<file path="config.mk">
export PLATFORM = sky130hd
export DESIGN_NAME = rom_readback
export DESIGN_NICKNAME = d
export VERILOG_FILES = /design/src/rtl/rom_readback.sv
export SDC_FILE = /design/constraint.sdc
export NUM_CORES = 1
export LEC_CHECK = 0
export CORE_ASPECT_RATIO = 1.2
export CORE_MARGIN = 3
export CORE_UTILIZATION = 40
export DETAILED_ROUTE_END_ITERATION = 6
export PLACE_DENSITY = 0.75
export SETUP_SLACK_MARGIN = 0.3
export SLEW_MARGIN = 40
export SYNTH_ARGS = -nofsm -noshare
export SYNTH_HDL_FRONTEND = slang
export SYNTH_SLANG_ARGS = --single-unit
export TNS_END_PERCENT = 50
</file>
<file path="constraint.sdc">
create_clock -name CLK -period 2.2 [get_ports CLK]
set_input_delay 0.55 -clock CLK [delete_from_list [all_inputs] [get_ports CLK]]
set_output_delay 0.55 -clock CLK [all_outputs]
set_load 0.02 [all_outputs]
</file>
<file path="src/rtl/rom_readback.sv">
// rom_readback: Avalon-MM slave that lets the CPU read back game ROM contents
// byte by byte. A small prefetch FSM keeps the next byte ready so most DATA
// reads complete without stalling.
// Optional bulk checksum engine: define ROM_RB_CHECKSUM_EN to include it.
`timescale 1ns/1ps
module rom_readback #(
    parameter int ROM_LATENCY = 2,
    parameter int ADDR_W      = 16
) (
    input  logic              CLK,
    input  logic              RESET,
    input  logic [1:0]        AVL_ADDR,
    input  logic              AVL_CS,
    input  logic              AVL_READ,
    input  logic              AVL_WRITE,
    input  logic [31:0]       AVL_WRITEDATA,
    output logic [31:0]       AVL_READDATA,
    output logic              AVL_WAITREQUEST,
    output logic [ADDR_W-1:0] ROM_ADDR,
    output logic              ROM_RD,
    input  logic [7:0]        FROM_ROM
);

    typedef enum logic [2:0] {
        ST_IDLE  = 3'd0,
        ST_FETCH = 3'd1,
        ST_WAIT  = 3'd2,
        ST_READY = 3'd3
`ifdef ROM_RB_CHECKSUM_EN
        , ST_SUM = 3'd4
`endif
    } state_t;

    // Counter value on the cycle the ROM byte is valid (WAIT counts from the
    // cycle after the pulse, SUM counts from the pulse cycle itself).
    localparam logic [2:0] WAIT_LAST = 3'(ROM_LATENCY - 1);
    localparam logic [2:0] SUM_LAST  = 3'(ROM_LATENCY);

    state_t            state_r;
    logic              rom_rd_r;
    logic [ADDR_W-1:0] cur_addr_r;
    logic [7:0]        data_reg_r;
    logic              data_valid_r;
    logic [15:0]       len_r;
    logic [2:0]        cnt_r;

    logic              busy_s;
    logic [15:0]       sum_s;
    logic              sum_done_s;
    logic [ADDR_W-1:0] rom_addr_s;
    logic [31:0]       readdata_s;
    logic              waitreq_s;
    logic              wr_s;
    logic              addr_wr_s;
    logic              len_wr_s;
    logic              data_acc_s;
    logic              unused_s;

`ifdef ROM_RB_CHECKSUM_EN
    logic              busy_r;
    logic [15:0]       sum_r;
    logic              sum_done_r;
    logic [ADDR_W-1:0] sum_addr_r;
    logic [16:0]       remaining_r;
    logic              start_s;

    assign busy_s     = busy_r;
    assign sum_s      = sum_r;
    assign sum_done_s = sum_done_r;
    assign start_s    = wr_s & (AVL_ADDR == 2'd2) & AVL_WRITEDATA[0];
`else
    assign busy_s     = 1'b0;
    assign sum_s      = 16'h0000;
    assign sum_done_s = 1'b0;
`endif

    // Bus decode; a write in the same cycle as a read suppresses the read.
    assign wr_s       = AVL_CS & AVL_WRITE;
    assign addr_wr_s  = wr_s & (AVL_ADDR == 2'd0);
    assign len_wr_s   = wr_s & (AVL_ADDR == 2'd3);
    assign waitreq_s  = AVL_CS & AVL_READ & (AVL_ADDR == 2'd1) & (~data_valid_r | busy_s);
    assign data_acc_s = AVL_CS & AVL_READ & ~AVL_WRITE & (AVL_ADDR == 2'd1) & ~waitreq_s;
    assign unused_s   = ^AVL_WRITEDATA[31:16];

    assign AVL_WAITREQUEST = waitreq_s;
    assign AVL_READDATA    = readdata_s;
    assign ROM_RD          = rom_rd_r;
    assign ROM_ADDR        = rom_addr_s;

    // ROM address: the checksum walks its own pointer, everything else uses cur_addr.
    always_comb begin
        rom_addr_s = cur_addr_r;
`ifdef ROM_RB_CHECKSUM_EN
        if (state_r == ST_SUM) begin
            rom_addr_s = sum_addr_r;
        end else begin
            rom_addr_s = cur_addr_r;
        end
`endif
    end

    // Register read mux.
    always_comb begin
        readdata_s = 32'h0000_0000;
        case (AVL_ADDR)
            2'd0:    readdata_s = 32'(cur_addr_r);
            2'd1:    readdata_s = {24'h00_0000, data_reg_r};
            2'd2:    readdata_s = {sum_s, 13'h0000, sum_done_s, data_valid_r, busy_s};
            2'd3:    readdata_s = {16'h0000, len_r};
            default: readdata_s = 32'h0000_0000;
        endcase
    end

    // Prefetch / checksum sequencer; ROM_RD is raised on entry to every read slot.
    always_ff @(posedge CLK) begin
        if (RESET) begin
            state_r      <= ST_IDLE;
            rom_rd_r     <= 1'b0;
            cur_addr_r   <= '0;
            data_reg_r   <= 8'h00;
            data_valid_r <= 1'b0;
            len_r        <= 16'h0000;
            cnt_r        <= 3'd0;
`ifdef ROM_RB_CHECKSUM_EN
            busy_r       <= 1'b0;
            sum_r        <= 16'h0000;
            sum_done_r   <= 1'b0;
            sum_addr_r   <= '0;
            remaining_r  <= 17'h0_0000;
`endif
        end else begin
            rom_rd_r <= 1'b0;
            if (len_wr_s) begin
                len_r <= AVL_WRITEDATA[15:0];
            end
            case (state_r)
`ifdef ROM_RB_CHECKSUM_EN
                ST_SUM: begin
                    // cur_addr may be reloaded; its prefetch runs once the sum ends
                    if (addr_wr_s) begin
                        cur_addr_r <= AVL_WRITEDATA[ADDR_W-1:0];
                    end
                    if (cnt_r == SUM_LAST) begin
                        sum_r       <= sum_r + {8'h00, FROM_ROM};
                        sum_addr_r  <= sum_addr_r + ADDR_W'(1);
                        remaining_r <= remaining_r - 17'd1;
                        cnt_r       <= 3'd0;
                        // next checksum slot, or the prefetch FETCH after the last byte
                        rom_rd_r    <= 1'b1;
                        if (remaining_r == 17'd1) begin
                            busy_r     <= 1'b0;
                            sum_done_r <= 1'b1;
                            state_r    <= ST_FETCH;
                        end
                    end else begin
                        cnt_r <= cnt_r + 3'd1;
                    end
                end
`endif
                default: begin
                    if (addr_wr_s) begin
                        // abort any fetch in flight; its return is never captured
                        cur_addr_r   <= AVL_WRITEDATA[ADDR_W-1:0];
                        data_valid_r <= 1'b0;
                        state_r      <= ST_FETCH;
                        rom_rd_r     <= 1'b1;
                    end
`ifdef ROM_RB_CHECKSUM_EN
                    else if (start_s) begin
                        busy_r       <= 1'b1;
                        sum_r        <= 16'h0000;
                        sum_done_r   <= 1'b0;
                        sum_addr_r   <= cur_addr_r;
                        remaining_r  <= (len_r == 16'h0000) ? 17'h1_0000 : {1'b0, len_r};
                        data_valid_r <= 1'b0;
                        cnt_r        <= 3'd0;
                        state_r      <= ST_SUM;
                        rom_rd_r     <= 1'b1;
                    end
`endif
                    else if (data_acc_s) begin
                        cur_addr_r   <= cur_addr_r + ADDR_W'(1);
                        data_valid_r <= 1'b0;
                        state_r      <= ST_FETCH;
                        rom_rd_r     <= 1'b1;
                    end else begin
                        case (state_r)
                            ST_IDLE: begin
                                state_r  <= ST_FETCH;
                                rom_rd_r <= 1'b1;
                            end
                            ST_FETCH: begin
                                state_r <= ST_WAIT;
                                cnt_r   <= 3'd0;
                            end
                            ST_WAIT: begin
                                if (cnt_r == WAIT_LAST) begin
                                    data_reg_r   <= FROM_ROM;
                                    data_valid_r <= 1'b1;
                                    state_r      <= ST_READY;
                                end else begin
                                    cnt_r <= cnt_r + 3'd1;
                                end
                            end
                            ST_READY: state_r <= ST_READY;
                            default:  state_r <= ST_IDLE;
                        endcase
                    end
                end
            endcase
        end
    end

endmodule
</file>
-- Word level (Yosys, flattened, before mapping)
Cells that the tools add are included.
W data, S select, Z words.
- eq/ne operators: 10
- add/subtract/negate cells: 2
- reduce and logical (&&, ||, !) cells: 8
- bitwise logic cells: 14
- muxes and demuxes: 12
- operators by type and width (cell ; number):
    $pmux W32 S4 ; 1
    $mux W16 ; 2
    $add A16 B1 Y16 const B ; 1
    $pmux W3 S4 ; 1
    $and A1 B1 Y1 ; 9
    $reduce_and A4 Y1 ; 2
    $eq A3 B1 Y1 const B ; 2
    $eq A3 B2 Y1 const B ; 2
    $mux W3 ; 2
    $pmux W3 S2 ; 1
    $mux W1 ; 5
    $not A1 Y1 ; 5
    $eq A2 B2 Y1 const B ; 2
    $ne A2 B2 Y1 const B ; 2
    $ne A4 B4 Y1 const B ; 1
    $reduce_bool A2 Y1 ; 2
    $add A3 B1 Y3 const B ; 1
    $logic_not A3 Y1 ; 1
    $reduce_or A3 Y1 ; 1
    $eq A2 B1 Y1 const B ; 1
    $logic_not A2 Y1 ; 1
    $reduce_and A2 Y1 ; 1
- output and inout bits: 50
- register bits: 48
- input port bits: 47
- word-level logic and storage cells: 54

-- Longest topological paths before layout
- word-level depth: 7
- depth in mapped cells: 7
- mapped depth without buffers: 6

-- Worst setup path before layout
OpenSTA, ideal clock, no wires.
- path kind: input-to-output
- from: input AVL_ADDR[0]
- to: output AVL_READDATA[0]
- path buffers: 2
- data required time: 1.650 ns
- slack: 0.187 ns
- cell stages on the path: 5
- data arrival time: 1.463 ns
- path through: and2_1 clkbuf_1 clkbuf_1 nand2_1 o21ai_0
- word-level cells in the longest chain between the ends: 2
- elaborated cells on any way between the ends: 5
- classes of those cells: 3 x eq/ne; 1 x mux; 1 x reduce/logical
- ends and longest elaborated chain (item ; RTL line ; source):
    start, declared ; 12 ; input logic [1:0] AVL_ADDR,
    $eq A2 B2 Y1, or another cell as far along ; 105 ; case (AVL_ADDR)
    $pmux W32 S4 * ; 105 ;
    end, declared ; 17 ; output logic [31:0] AVL_READDATA,
Every way passes the cells marked *; elsewhere a longest branch is shown, timed or not. The select of a mux whose other input is x is not followed.

-- Worst setup path after layout
- from: register cur_addr_r[15], in the netlist ROM_ADDR[15]
- to: output ROM_ADDR[15]
- RTL lines (item ; RTL line ; source):
    start, declared ; 41 ; logic [ADDR_W-1:0] cur_addr_r;
    start signal, assigned ; 163 ; cur_addr_r <= AVL_WRITEDATA[ADDR_W-1:0];
    start signal, assigned ; 182 ; cur_addr_r <= cur_addr_r + ADDR_W'(1);
    end, declared ; 19 ; output logic [ADDR_W-1:0] ROM_ADDR,
No word-level cell between the ends.

==> metrics.yaml <==
ys_ff_latch: 47
cp_cell_sequence: "clkdlybuf4s50_1"
yosys-top-cells-area: "dfxtp_1 (39%), nand2_1 (7.6%), o21ai_0 (5.6%)"
synth_top_cell_area_share: 0.387
hold_start: "len_r[2]"
critPathLaunchType: "flop"
dr.pass1.iters: 4
run_status: "finished, final reports clean"
synthCells: 304
yosysTopAreaCell: "dfxtp_1"
place_area_um2: 3280
tightestPinTransition_ps: 524
ant_nets: 0
cts_inserted_buffers: 5
cts.clk_slew.worst_paths_ps: 90
vias: 2525
critical_path_arrival_ps: 1360
htree_num_levels: 2
layout.cells.non_filler: 469
rsz0062_at_grt: "yes"
setup-violations-final: 0
ys_types: 42
syn2layout_area_growth_pct: 41.0
antenna_found_initial: 0
power_density_nw_per_um2: 504
multi_input_area_um2: 1360
worst_skew_pair.late_latency_ps: 310
grt_pass1_vias: 2439
whs_path_depth: 2
core_area_um2: 5780
clockBufferDepth: 2
die_area_um2: 7050
grt.overflow.total: 0
grt_pass1_wl_um: 11800
worst-path-buf-inv: 1
yosysSeqAreaShare: 0.387
diodes: 0
async_flop_share: 0
nets: 438
critPathSlowestCell: "clkdlybuf4s50_1"
final.period_utilization: 0.869
cap_violations: 0
ctsHoldBuffers: 0
r2r_slack_ps: 340
fin_area_um2: 3430
critical_path_class: "flop to output pin"
dieHeight_um: 91.4
hp-class: "flop to flop"
fillers: 560
io_buffers: 64
cts_sinks: 47
syn_area_per_cell_um2: 8.00
row_count: 30
wire_per_inst_um: 15.8
cp_max_fo: 4
hold_end: "len_r[2]"
synth_edf_count: 0
drc_errors: 0
routabilityCongestion: 0.809
drv_slew: 0
finish.utilization: 0.593
r2r_start: "ROM_ADDR[2]"
critPathCaptureType: "output pin"
wirelength_um: 7390
synth.most_common_cell: "nand2_1"
cts_tree: "done"
vdd_ir_drop_max_mv: 0.299
worstPathRequired_ps: 1650
critPathMaxStageDelay_ps: 640
fin_worst_skew_ps: 12.7
crit_family: "buffers and inverters"
vias_per_cell: 5.38
drt_iter0_drc: 196
synth_top_flop_cell: "dfxtp_1"
initial_core_util: 0.421
yosysWarnings: 0
grt_max_degree: 32
io_pins: 97
die_w_um: 77.2
seq_area_um2: 948
hpwl_um: 5200
slew-limit-headroom: 0.649
drive_gt1_frac: 0.195
syn-cell-area_um2: 2430
cts_root_buf: "clkbuf_8"
rr_endpoint: "ROM_ADDR[9]"
min_period_ps: 1910
max_freq_mhz: 523
power.leakage_nw: 1.41
track_usage: 0.207
power_w: 0.00173
ff2ff_path_depth: 5
place_inst: 458
hold_violations: 0
synthTopCellsByCount: "nand2_1 (49), dfxtp_1 (47), o21ai_0 (27)"
==> flip-flops by register name, indices dropped and copies added (netlist names) <==
signal	flops
state_r	2
ROM_RD	1
ROM_ADDR	16
data_reg_r	8
len_r	16
data_valid_r	1
cnt_r	3
==> area by class of cell <==
cell class | instances | area share
Sequential cell | 47 | 0.277
Timing Repair Buffer | 95 | 0.265
Multi-Input combinational cell | 232 | 0.397
Clock buffer | 7 | 0.0223
Inverter | 7 | 0.00766
Tap cell | 80 | 0.0292
Clock inverter | 1 | 0.00146
==> cell usage in the layout (no fill, tap or decap), types with 3 or more instances in the layout <==
master and instances:
a211oi_1 8, a21oi_1 18, a22o_1 8, a311oi_1 4
a31oi_1 6, and3_1 3, buf_2 7, buf_4 26
buf_6 12, buf_8 3, clkbuf_8 5, clkdlybuf4s50_1 34
conb_1 16, dfxtp_1 41, dfxtp_2 6, dlymetal6s2s_1 6
ha_1 3, inv_1 6, mux2i_1 7, nand2_1 49
nand2b_1 3, nand3_1 8, nand4_1 10, nor2_1 15
nor2b_1 3, nor3_1 10, nor4_1 3, o21ai_0 23
o21ai_1 3, or3_1 4, xnor2_1 3
==> repair_timing <==
item / in CTS / in global routing
setup buffers: 2 / 0
gates resized for setup: 121 / 21
endpoints found under the setup margin: 54 / 29
gates cloned: 1 / 0
pin swaps: 10 / 5
==> power by group <==
group	internal (W)	switching, W
Clock	0.000224	0.000296
Combinational	0.000143	0.000162
Sequential	0.000876	0.0000262
Total	0.00124	0.000485
==> metal layers <==
layer	up-vias	routed length, µm	GRT usage
met5	-	0	0
met4	0	135	0.0861
met3	14	575	0.0546
met2	105	3660	0.345
met1	1168	3020	0.250
li1	1238	-	-
==> worst max-delay path by stage <==
stage,startpoint,to,slack (ps),depth (start not counted)
3_3_place_gp,AVL_ADDR[1],AVL_READDATA[7],-600,6
6_report,ROM_ADDR[15],ROM_ADDR[15],290,1
3_5_place_dp,AVL_ADDR[1],AVL_READDATA[7],-630,6
4_1_cts,ROM_ADDR[11],ROM_ADDR[11],210,1
2_1_floorplan,AVL_WRITE,ROM_ADDR[11],220,5
5_1_grt,ROM_ADDR[13],ROM_ADDR[13],260,1
==> logic make-up (layout without fill, tap and decap cells) <==
| group | after synthesis | in the layout | share of synthesized area |
|---|---|---|---|
| AND/OR/NAND/NOR | 121 | 121 | 0.249 |
| AO/OA/AOI/OAI | 81 | 81 | 0.211 |
| flip-flops | 47 | 47 | 0.387 |
| buffers and inverters | 40 | 110 | 0.0875 |
| multiplexers | 8 | 8 | 0.0381 |
| adder cells (fa/ha/maj) | 3 | 3 | 0.0154 |
| XOR/XNOR | 3 | 3 | 0.0108 |
| other | 1 | 16 | 0.00154 |
==> stage by stage <==
step           hold WS (ps)  setup WS, ps  setup TNS (ps)
2_1_floorplan           433           218               0
3_3_place_gp            444          -602          -11890
3_5_place_dp            447          -629          -13030
4_1_cts                 459           207               0
5_1_grt                 482           257               0
6_report                459           287               0
No activity file was read; power rests on OpenSTA's default activity.
